**src/rtl/midi_note_rx.sv**
```systemverilog
// MIDI receiver: 2-flop sync, UART deframer, running-status parser, note events.
// Latency: event pulse rises 2 clocks after the edge that samples the final stop bit.
// Backpressure: none; events are single-cycle pulses that the consumer must take.
module midi_note_rx #(
   parameter int CLK_HZ         = 65000000,
   parameter int BAUD           = 31250,
   parameter int CHANNEL_FILTER = 0,
   parameter int CHANNEL        = 0
) (
   input  logic       clock,
   input  logic       reset_n,
   input  logic       serial,
   output logic       ready,
   output logic       note_off,
   output logic [6:0] key_index,
   output logic [6:0] velocity,
   output logic       frame_err
);

   localparam int          BIT_CYCLES = CLK_HZ / BAUD;
   localparam logic [11:0] BIT_LOAD   = 12'(BIT_CYCLES - 1);
   localparam logic [11:0] HALF_LOAD  = 12'(BIT_CYCLES / 2 - 1);

   typedef enum logic [1:0] {IDLE, START, DATA, STOP} rx_state_t;

   // synchronizer
   logic       sync1_q, s_q;
   // byte deframer
   rx_state_t  state_q;
   logic [11:0] cnt_q;
   logic [2:0] idx_q;
   logic [7:0] shift_q;
   logic       byte_vld_q;
   logic       ferr_pulse_q;
   logic       frame_err_q;
   // parser
   logic       rs_vld_q, rs_ign_q, dcnt_q;
   logic [3:0] rs_type_q;
   logic [6:0] d1_q;
   logic       evt_on_q, evt_off_q;
   logic [6:0] evt_key_q, evt_vel_q;
   // outputs
   logic       ready_q, note_off_q;
   logic [6:0] key_q, vel_q;

   logic       ign_d;
   logic       two_byte_d;

   // A status byte is flagged "ignore" when filtering is on and its channel differs.
   assign ign_d      = (CHANNEL_FILTER != 0) && (shift_q[3:0] != 4'(CHANNEL));
   assign two_byte_d = rs_type_q inside {4'h8, 4'h9, 4'hA, 4'hB, 4'hE};

   // Bring the asynchronous line into the clock domain; idles high out of reset.
   always_ff @(posedge clock or negedge reset_n) begin
      if (!reset_n) begin
         sync1_q <= 1'b1;
         s_q     <= 1'b1;
      end else begin
         sync1_q <= serial;
         s_q     <= sync1_q;
      end
   end

   // UART deframer: mid-bit sampling, LSB first; returns to IDLE right after the stop sample
   // so the next start edge can be caught within the remaining half bit.
   always_ff @(posedge clock or negedge reset_n) begin
      if (!reset_n) begin
         state_q      <= IDLE;
         cnt_q        <= '0;
         idx_q        <= '0;
         shift_q      <= '0;
         byte_vld_q   <= 1'b0;
         ferr_pulse_q <= 1'b0;
         frame_err_q  <= 1'b0;
      end else begin
         byte_vld_q   <= 1'b0;
         ferr_pulse_q <= 1'b0;
         case (state_q)
            IDLE: begin
               if (!s_q) begin
                  state_q <= START;
                  cnt_q   <= HALF_LOAD;
               end
            end
            START: begin
               if (cnt_q == 12'd0) begin
                  if (s_q) begin
                     state_q <= IDLE;
                  end else begin
                     state_q <= DATA;
                     cnt_q   <= BIT_LOAD;
                     idx_q   <= 3'd0;
                  end
               end else begin
                  cnt_q <= cnt_q - 12'd1;
               end
            end
            DATA: begin
               if (cnt_q == 12'd0) begin
                  shift_q <= {s_q, shift_q[7:1]};
                  cnt_q   <= BIT_LOAD;
                  if (idx_q == 3'd7) state_q <= STOP;
                  else               idx_q   <= idx_q + 3'd1;
               end else begin
                  cnt_q <= cnt_q - 12'd1;
               end
            end
            STOP: begin
               if (cnt_q == 12'd0) begin
                  state_q <= IDLE;
                  if (s_q) begin
                     byte_vld_q <= 1'b1;
                  end else begin
                     frame_err_q  <= 1'b1;
                     ferr_pulse_q <= 1'b1;
                  end
               end else begin
                  cnt_q <= cnt_q - 12'd1;
               end
            end
            default: state_q <= IDLE;
         endcase
      end
   end

   // Message parser with running status; shift_q holds the completed byte while byte_vld_q is high.
   always_ff @(posedge clock or negedge reset_n) begin
      if (!reset_n) begin
         rs_vld_q  <= 1'b0;
         rs_ign_q  <= 1'b0;
         rs_type_q <= '0;
         dcnt_q    <= 1'b0;
         d1_q      <= '0;
         evt_on_q  <= 1'b0;
         evt_off_q <= 1'b0;
         evt_key_q <= '0;
         evt_vel_q <= '0;
      end else begin
         evt_on_q  <= 1'b0;
         evt_off_q <= 1'b0;
         if (ferr_pulse_q) begin
            rs_vld_q <= 1'b0;
            dcnt_q   <= 1'b0;
         end else if (byte_vld_q && (shift_q[7:3] != 5'b11111)) begin
            if (shift_q[7:4] == 4'hF) begin
               rs_vld_q <= 1'b0;
               dcnt_q   <= 1'b0;
            end else if (shift_q[7]) begin
               rs_type_q <= shift_q[7:4];
               rs_vld_q  <= 1'b1;
               rs_ign_q  <= ign_d;
               dcnt_q    <= 1'b0;
            end else if (rs_vld_q) begin
               if (!two_byte_d) begin
                  dcnt_q <= 1'b0;
               end else if (!dcnt_q) begin
                  d1_q   <= shift_q[6:0];
                  dcnt_q <= 1'b1;
               end else begin
                  dcnt_q <= 1'b0;
                  if (!rs_ign_q) begin
                     if ((rs_type_q == 4'h9) && (shift_q[6:0] != 7'd0)) begin
                        evt_on_q  <= 1'b1;
                        evt_key_q <= d1_q;
                        evt_vel_q <= shift_q[6:0];
                     end else if ((rs_type_q == 4'h9) || (rs_type_q == 4'h8)) begin
                        evt_off_q <= 1'b1;
                        evt_key_q <= d1_q;
                        evt_vel_q <= 7'd0;
                     end
                  end
               end
            end
         end
      end
   end

   // Registered event outputs; key and velocity hold until the next event.
   always_ff @(posedge clock or negedge reset_n) begin
      if (!reset_n) begin
         ready_q    <= 1'b0;
         note_off_q <= 1'b0;
         key_q      <= '0;
         vel_q      <= '0;
      end else begin
         ready_q    <= evt_on_q;
         note_off_q <= evt_off_q;
         if (evt_on_q || evt_off_q) begin
            key_q <= evt_key_q;
            vel_q <= evt_vel_q;
         end
      end
   end

   assign ready     = ready_q;
   assign note_off  = note_off_q;
   assign key_index = key_q;
   assign velocity  = vel_q;
   assign frame_err = frame_err_q;

endmodule

```
**config.mk**
```make
export PLATFORM = sky130hd
export DESIGN_NAME = midi_note_rx
export DESIGN_NICKNAME = d
export VERILOG_FILES = /design/src/rtl/midi_note_rx.sv
export SDC_FILE = /design/constraint.sdc
export NUM_CORES = 1
export LEC_CHECK = 0
export BUFFER_PORTS_ARGS = -buffer_cell sky130_fd_sc_hd__buf_2
export CORE_UTILIZATION = 60
export DETAILED_ROUTE_END_ITERATION = 8
export MAX_ROUTING_LAYER = met4
export PLACE_DENSITY = 0.75
export SLEW_MARGIN = 20
export SYNTH_ARGS = -nofsm -noshare
export SYNTH_HDL_FRONTEND = slang
export SYNTH_SLANG_ARGS = --single-unit
```
**constraint.sdc**
```tcl
create_clock -name clock -period 2.49 [get_ports clock]
set_clock_uncertainty 0.05 [all_clocks]
set_input_delay 0 -clock clock [delete_from_list [all_inputs] [get_ports clock]]
set_output_delay 0 -clock clock [all_outputs]
set_load 0.1 [all_outputs]
```
==> results.md, run 1 <==
* DRT antenna net count at 0
* Final Critical Period at 2240 ps
* Max-capacitance violation count at 0
* Routed WL at 6350 microns
* Simple-gate share of the synthesized area at 0.145
* Sequential area share after synthesis at 0.553
* Total CTS buffers at 9
* Multi-input logic area at 0.00145 sq mm
* Status: finished with violations
* Final setup margin at 247 ps
* # IOs at 20
* Crit-path slowest cell: or4b_4
* Failing checks: design-rule violations
* Post-synthesis compound-gate area fraction at 0.0976
* Via count at 2306
* Diodes inserted at 0
* Clk pin slew, worst setup/hold paths at 80 ps
* Drt pass-1 iters at 6
* DR WL/cell at 16.0 microns
* Die H at 77.2 microns
* Slew Limit Fails at 0
* Placeable core area at 0.00547 sq mm
* Area grow syn2layout at 14.4%
* CP startpoint kind: register
* Filler-free cell count of the finished design at 396
* Clock Sinks at 75
* Die Span X at 77.2 microns
* Period Utilization, post-route at 0.901
* Initial Util at 0.621
* Pin count of the biggest net entering global routing at 76
* Setup violators final at 0
* Total Neg Setup Slack at 0 ps
* Syn Nets at 300
* CP Class: register to register
* Ys flop type: dfrtp_1
* Hold Crit Class: input port to register
* Core Util, Final at 0.710
* Post-synthesis mux area share at 0.148
* FF/Latch Area at 0.00188 sq mm
* Initial DRC Count at 142
* Worst slack at placement at 187 ps
* Top Family by Delay on Critical Path: simple AND/OR/NAND/NOR gates
* Top cells by area, synth: dfrtp_1 54%, mux2_2 13%, ha_1 3.3%
* # H-tree levels at 3
* Final Hold Viols at 0
* Gr usage total at 0.236
* Post-Syn Instances at 288
* Insertion delay to the later sink of the worst-skew pair at 340 ps
* Grt ovf at 0
* CP bufs+invs at 1
* HPWL Detailed at 4210 microns
* Largest family of logic cells by synthesized area: multiplexers
* Yosys top cell area share at 0.538
* Number of synthesized flops with an enable pin at 0
* First-pass GRT wire length at 10600 microns
* Max-slew headroom at 0.380
* Max Fanout on Critical Path at 8
* Critical path arrival at 2420 ps
* Root Buffer: clkbuf_8
* Avg Cell Area, Syn at 11.8 sq um
* Via density per instance at 5.82
* Max rail drop VDD at 0.340 mV
* Syn. warnings at 0
* Worst path max stage delay at 510 ps
* PD cells at 614 mW/mm^2
* Post-synthesis adder-cell area fraction at 0.0331
* Critical path endpoint category: register
* RSZ-0062 raised after global routing: no
* # rows at 27
* Fillcell total at 401
* RePlAce Congestion at 0.937
* Top cell type by total area after synthesis: dfrtp_1
* Synth Area in XOR/XNOR at 0
* Cell variety after synth at 45
* DP Cell Count at 378
* PortBufs at 19
* Die Area at 0.00597 sq mm
* Ys async rst share at 1.00
* Layout Nets at 331
* Post-layout power at 2.39 mW
* TritonCTS clock tree: done
* Critical path required time at 2670 ps
* Actual slew at the worst max-slew pin at 930 ps
* Chain of cells forming the critical path: inv_1 -> ha_1 -> or4b_4 -> nor3_2 -> nand2_1 -> mux2_2
* DRC violations left at 2
* Leak at 1.83 nW
* Post-Syn Area at 0.00340 sq mm
* Number of global-route vias before repair at 2320
* CTS max path bufs at 2
* Post-synthesis register bit count at 75
* Share of layout cells above drive strength 1 at 0.299
* Max Clk Rate at 446 MHz
* Initial antenna violation count at 0
[flip-flops by register name, summed over array words and instances (netlist names), 3 cells and up, named ones only]
name,cells
rs_type_q,4
shift_q,8
d1_q,7
idx_q,3
key_index,7
evt_key_q,7
evt_vel_q,7
cnt_q,12
velocity,7
[where the power goes]
part	internal [mW]	switching, mW	total (mW)
registers	1.22	0.00215	1.22
logic	0.00476	0.0246	0.0294
clock network	0.674	0.461	1.14
[metrics by stage]
step	hold WS [ps]	cell area (sq um)
after floorplan	-346	3400
after CTS	258	3880
after global placement	54.3	3610
after detailed placement	61.0	3610
after global routing	275	3890
final	258	3890
[layout by cell type, fill, tap and decap left out, types with 3 or more instances in the layout]
master     synthesis  routed
a211oi_1           5       5
a21oi_1           10      10
a31oi_1            5       5
buf_2              0      18
buf_4              0       9
bufinv_16          0       3
clkbuf_8           0       9
dfrtp_1           73      73
ha_1               9       9
inv_1             12      12
mux2_2            40      40
mux2i_1            4       4
nand2_1           28      28
nand2b_1           3       3
nand3_1            4       4
nand4_1            6       6
nor2_1            12      12
nor3_1             6       6
nor3b_1            3       3
nor4_1             3       3
o21ai_0           14      14
o22a_1             3       3
or3_1              4       4
[Yosys cell counts, types with 2 or more instances]
master,number
dfrtp_1,73
mux2_2,40
nand2_1,28
o21ai_0,14
inv_1,12
nor2_1,12
a21oi_1,10
clkbuf_1,9
ha_1,9
nand4_1,6
nor3_1,6
a211oi_1,5
a31oi_1,5
mux2i_1,4
nand3_1,4
or3_1,4
nand2b_1,3
nor3b_1,3
nor4_1,3
o22a_1,3
a41oi_1,2
and3_1,2
dfstp_2,2
nand3b_1,2
nor3_2,2
nor4_2,2
o2111ai_1,2
o22ai_1,2
o31ai_1,2
or2_2,2
[repair_timing]
action                     in CTS  in global routing
hold endpoints to repair       74                  0
hold buffers                    2                  0
setup buffers                   0                  0
setup endpoints to repair       0                  1
resized for setup               0                  1
[cell type report]
cell class,instances,share of cell area
Clock buffer,9,0.0319
Clock inverter,7,0.0319
Inverter,12,0.0116
Multi-Input combinational cell,192,0.372
Sequential cell,75,0.483
Tap cell,72,0.0232
Timing Repair Buffer,29,0.0457
[layer usage]
| layer | GRT usage | vias up | wire [microns] |
|---|---|---|---|
| li1 | - | 1113 | - |
| met1 | 0.273 | 1118 | 2710 |
| met2 | 0.399 | 62 | 3260 |
| met3 | 0.0310 | 13 | 224 |
| met4 | 0.128 | 0 | 148 |
| met5 | - | - | 0 |
[kinds of logic (layout without fill, tap and decap cells)]
logic type,after synthesis,count (layout)
adders and majority gates,9,9
and+or+nand+nor,87,87
AOI/OAI and AO/OA,51,51
buffers and inverters,21,57
muxes,45,45
DFF,75,75
[worst paths after layout]
check,from,to,slack [ps],cells after the start
worst max-delay path,cnt_q[0],shift_q[2],250,6
worst min-delay path,serial,sync1_q,260,2
worst max register to register,cnt_q[0],shift_q[2],250,6
worst min register to register,sync1_q,s_q,310,0
max in group asynchronous,reset_n,d1_q[5],1500,2
min in group asynchronous,reset_n,evt_key_q[6],290,2
(Power assumes the default switching activity.)
==> run 2: changes to the inputs <==
--- a/config.mk
+++ b/config.mk
@@ -6,6 +6,7 @@
 export NUM_CORES = 1
 export LEC_CHECK = 0
 export BUFFER_PORTS_ARGS = -buffer_cell sky130_fd_sc_hd__buf_2
+export CORE_ASPECT_RATIO = 0.6
 export CORE_UTILIZATION = 60
 export DETAILED_ROUTE_END_ITERATION = 8
 export MAX_ROUTING_LAYER = met4
==> results.md, run 2 (synthesized netlist as in run 1, its figures left out) <==
* Leak at 1.82 nW
* HPWL Detailed at 4630 microns
* Drt pass-1 iters at 5
* Net Sw Power at 0.473 mW
* # IOs at 20
* Die Span X at 99.1 microns
* Share of layout cells above drive strength 1 at 0.297
* Clock Sinks at 75
* Number of global-route vias before repair at 2083
* Period Utilization, post-route at 0.945
* PD cells at 594 mW/mm^2
* Initial Util at 0.646
* Initial antenna violation count at 0
* DRC violations left at 0
* Sequential share of power at 0.534
* Max Clk Rate at 425 MHz
* Setup violators final at 0
* Core Util, Final at 0.733
* Post-CTS Setup Bufs at 0
* TritonCTS clock tree: done
* Actual slew at the worst max-slew pin at 888 ps
* Area grow syn2layout at 13.4%
* PortBufs at 19
* Max rail drop VDD at 0.651 mV
* # rows at 20
* Logic pwr share at 0.012
* Largest Register: cnt_q
* Gr usage total at 0.253
* Clk pin slew, worst setup/hold paths at 70 ps
* Root Buffer: clkbuf_8
* DP Cell Count at 371
* Filler-free cell count of the finished design at 389
* Design Area, Final at 0.00385 sq mm
* Max-slew headroom at 0.408
* Insertion delay to the later sink of the worst-skew pair at 340 ps
* # H-tree levels at 3
* Most common cell after layout, fill and taps aside: dfrtp_1
* Layout Nets at 330
* CP Class: register to register
* Int Pwr at 1.82 mW
* CP startpoint kind: register
* DRT antenna net count at 0
* CTS max path bufs at 2
* Critical path endpoint category: register
* Post-layout power at 2.29 mW
* Critical path arrival at 2530 ps
* Final Hold Slack at 262 ps
* Status: finished clean
* Placeable core area at 0.00526 sq mm
* Total CTS buffers at 9
* Max reg flops at 12
* Final Hold Viols at 0
* First-pass GRT wire length at 10800 microns
* DR WL/cell at 17.2 microns
* Die Area at 0.00598 sq mm
* Final Critical Period at 2350 ps
* Critical path required time at 2670 ps
* Hold Crit Class: input port to register
* Diodes inserted at 0
* Initial DRC Count at 164
* Fillcell total at 367
* Pin count of the biggest net entering global routing at 76
* Largest registers: cnt_q x12, shift_q x8
* Max Fanout on Critical Path at 8
* Grt ovf at 0
* Routed WL at 6680 microns
* Share of power burned in the clock network at 0.454
* RePlAce Congestion at 0.920
* Placed cell area at 0.00360 sq mm
* Die H at 60.3 microns
* Most frequent cells in the layout: 73 x dfrtp_1, 40 x mux2_2, 28 x nand2_1
* Switching Share at 0.207
* Via count at 2375
* Max-capacitance violation count at 0
* Slew Limit Fails at 0
* Via density per instance at 6.11
==> run 2: changes by cell type in the layout (fill, tap and decap cells not counted), sizes merged <==
cell,change
clkinv,+1
buf,-1
clkinvlp,+1
bufinv,-1
clkbuf,+1
inv,-2
==> run 2: path summary, 6_finish.rpt <==
kind,startpoint,end,slack (ps),cells after the start
worst min-delay path,serial,sync1_q,260,2
max in group asynchronous,reset_n,d1_q[0],1540,2
min in group asynchronous,reset_n,cnt_q[1],270,2
worst min register to register,sync1_q,s_q,310,0
worst max-delay path,cnt_q[0],shift_q[6],140,6
worst max register to register,cnt_q[0],shift_q[6],140,6
==> run 2: power groups by stage <==
stage                     Combinational [mW]  Sequential, mW  Clock (mW)
after global routing                  0.0346            1.22        1.11
after floorplan                      0.00238            1.25           0
after detailed placement              0.0280            1.25           0
final                                 0.0284            1.22        1.04
after global placement                0.0284            1.25           0
after CTS                             0.0307            1.22        1.06
==> run 2: stage by stage <==
| step | setup TNS (ps) | worst slack, ps |
|---|---|---|
| 2_1_floorplan | 0 | 409 |
| 3_3_place_gp | 0 | 217 |
| 3_5_place_dp | 0 | 161 |
| 4_1_cts | 0 | 76.0 |
| 5_1_grt | -16.7 | -11.4 |
| 6_report | 0 | 136 |
==> run 2: cell type report <==
class                   count  area (sq um)  area share
well taps                  66          82.6      0.0214
inverters                  12          45.0      0.0117
flip-flops and latches     75          1880       0.488
multi-input cells         192          1450       0.376
repair buffers             28           170      0.0442
clock buffers              10           138      0.0357
clock inverters             6          88.8      0.0231
==> run 2: critical path, cell delays in order (launching register included) <==
cell and delay, ps:
dfrtp_1 410, inv_1 90, ha_1 190, or4b_4 520, nor3_2 290, nand2_1 310
mux2_2 370
==> run 2: what timing repair did <==
action | CTS | global route
endpoints found under the setup margin | 0 | 1
hold buffers | 2 | 0
resized for setup | 0 | 1
endpoints found under the hold margin | 74 | 0
==> run 2: per-layer routing <==
layer / track usage / vias up / part of all wire
met5: - / - / 0
met4: 0.0693 / 0 / 0.0051
met3: 0.0608 / 6 / 0.067
met2: 0.342 / 86 / 0.41
met1: 0.379 / 1168 / 0.52
li1: - / 1115 / -
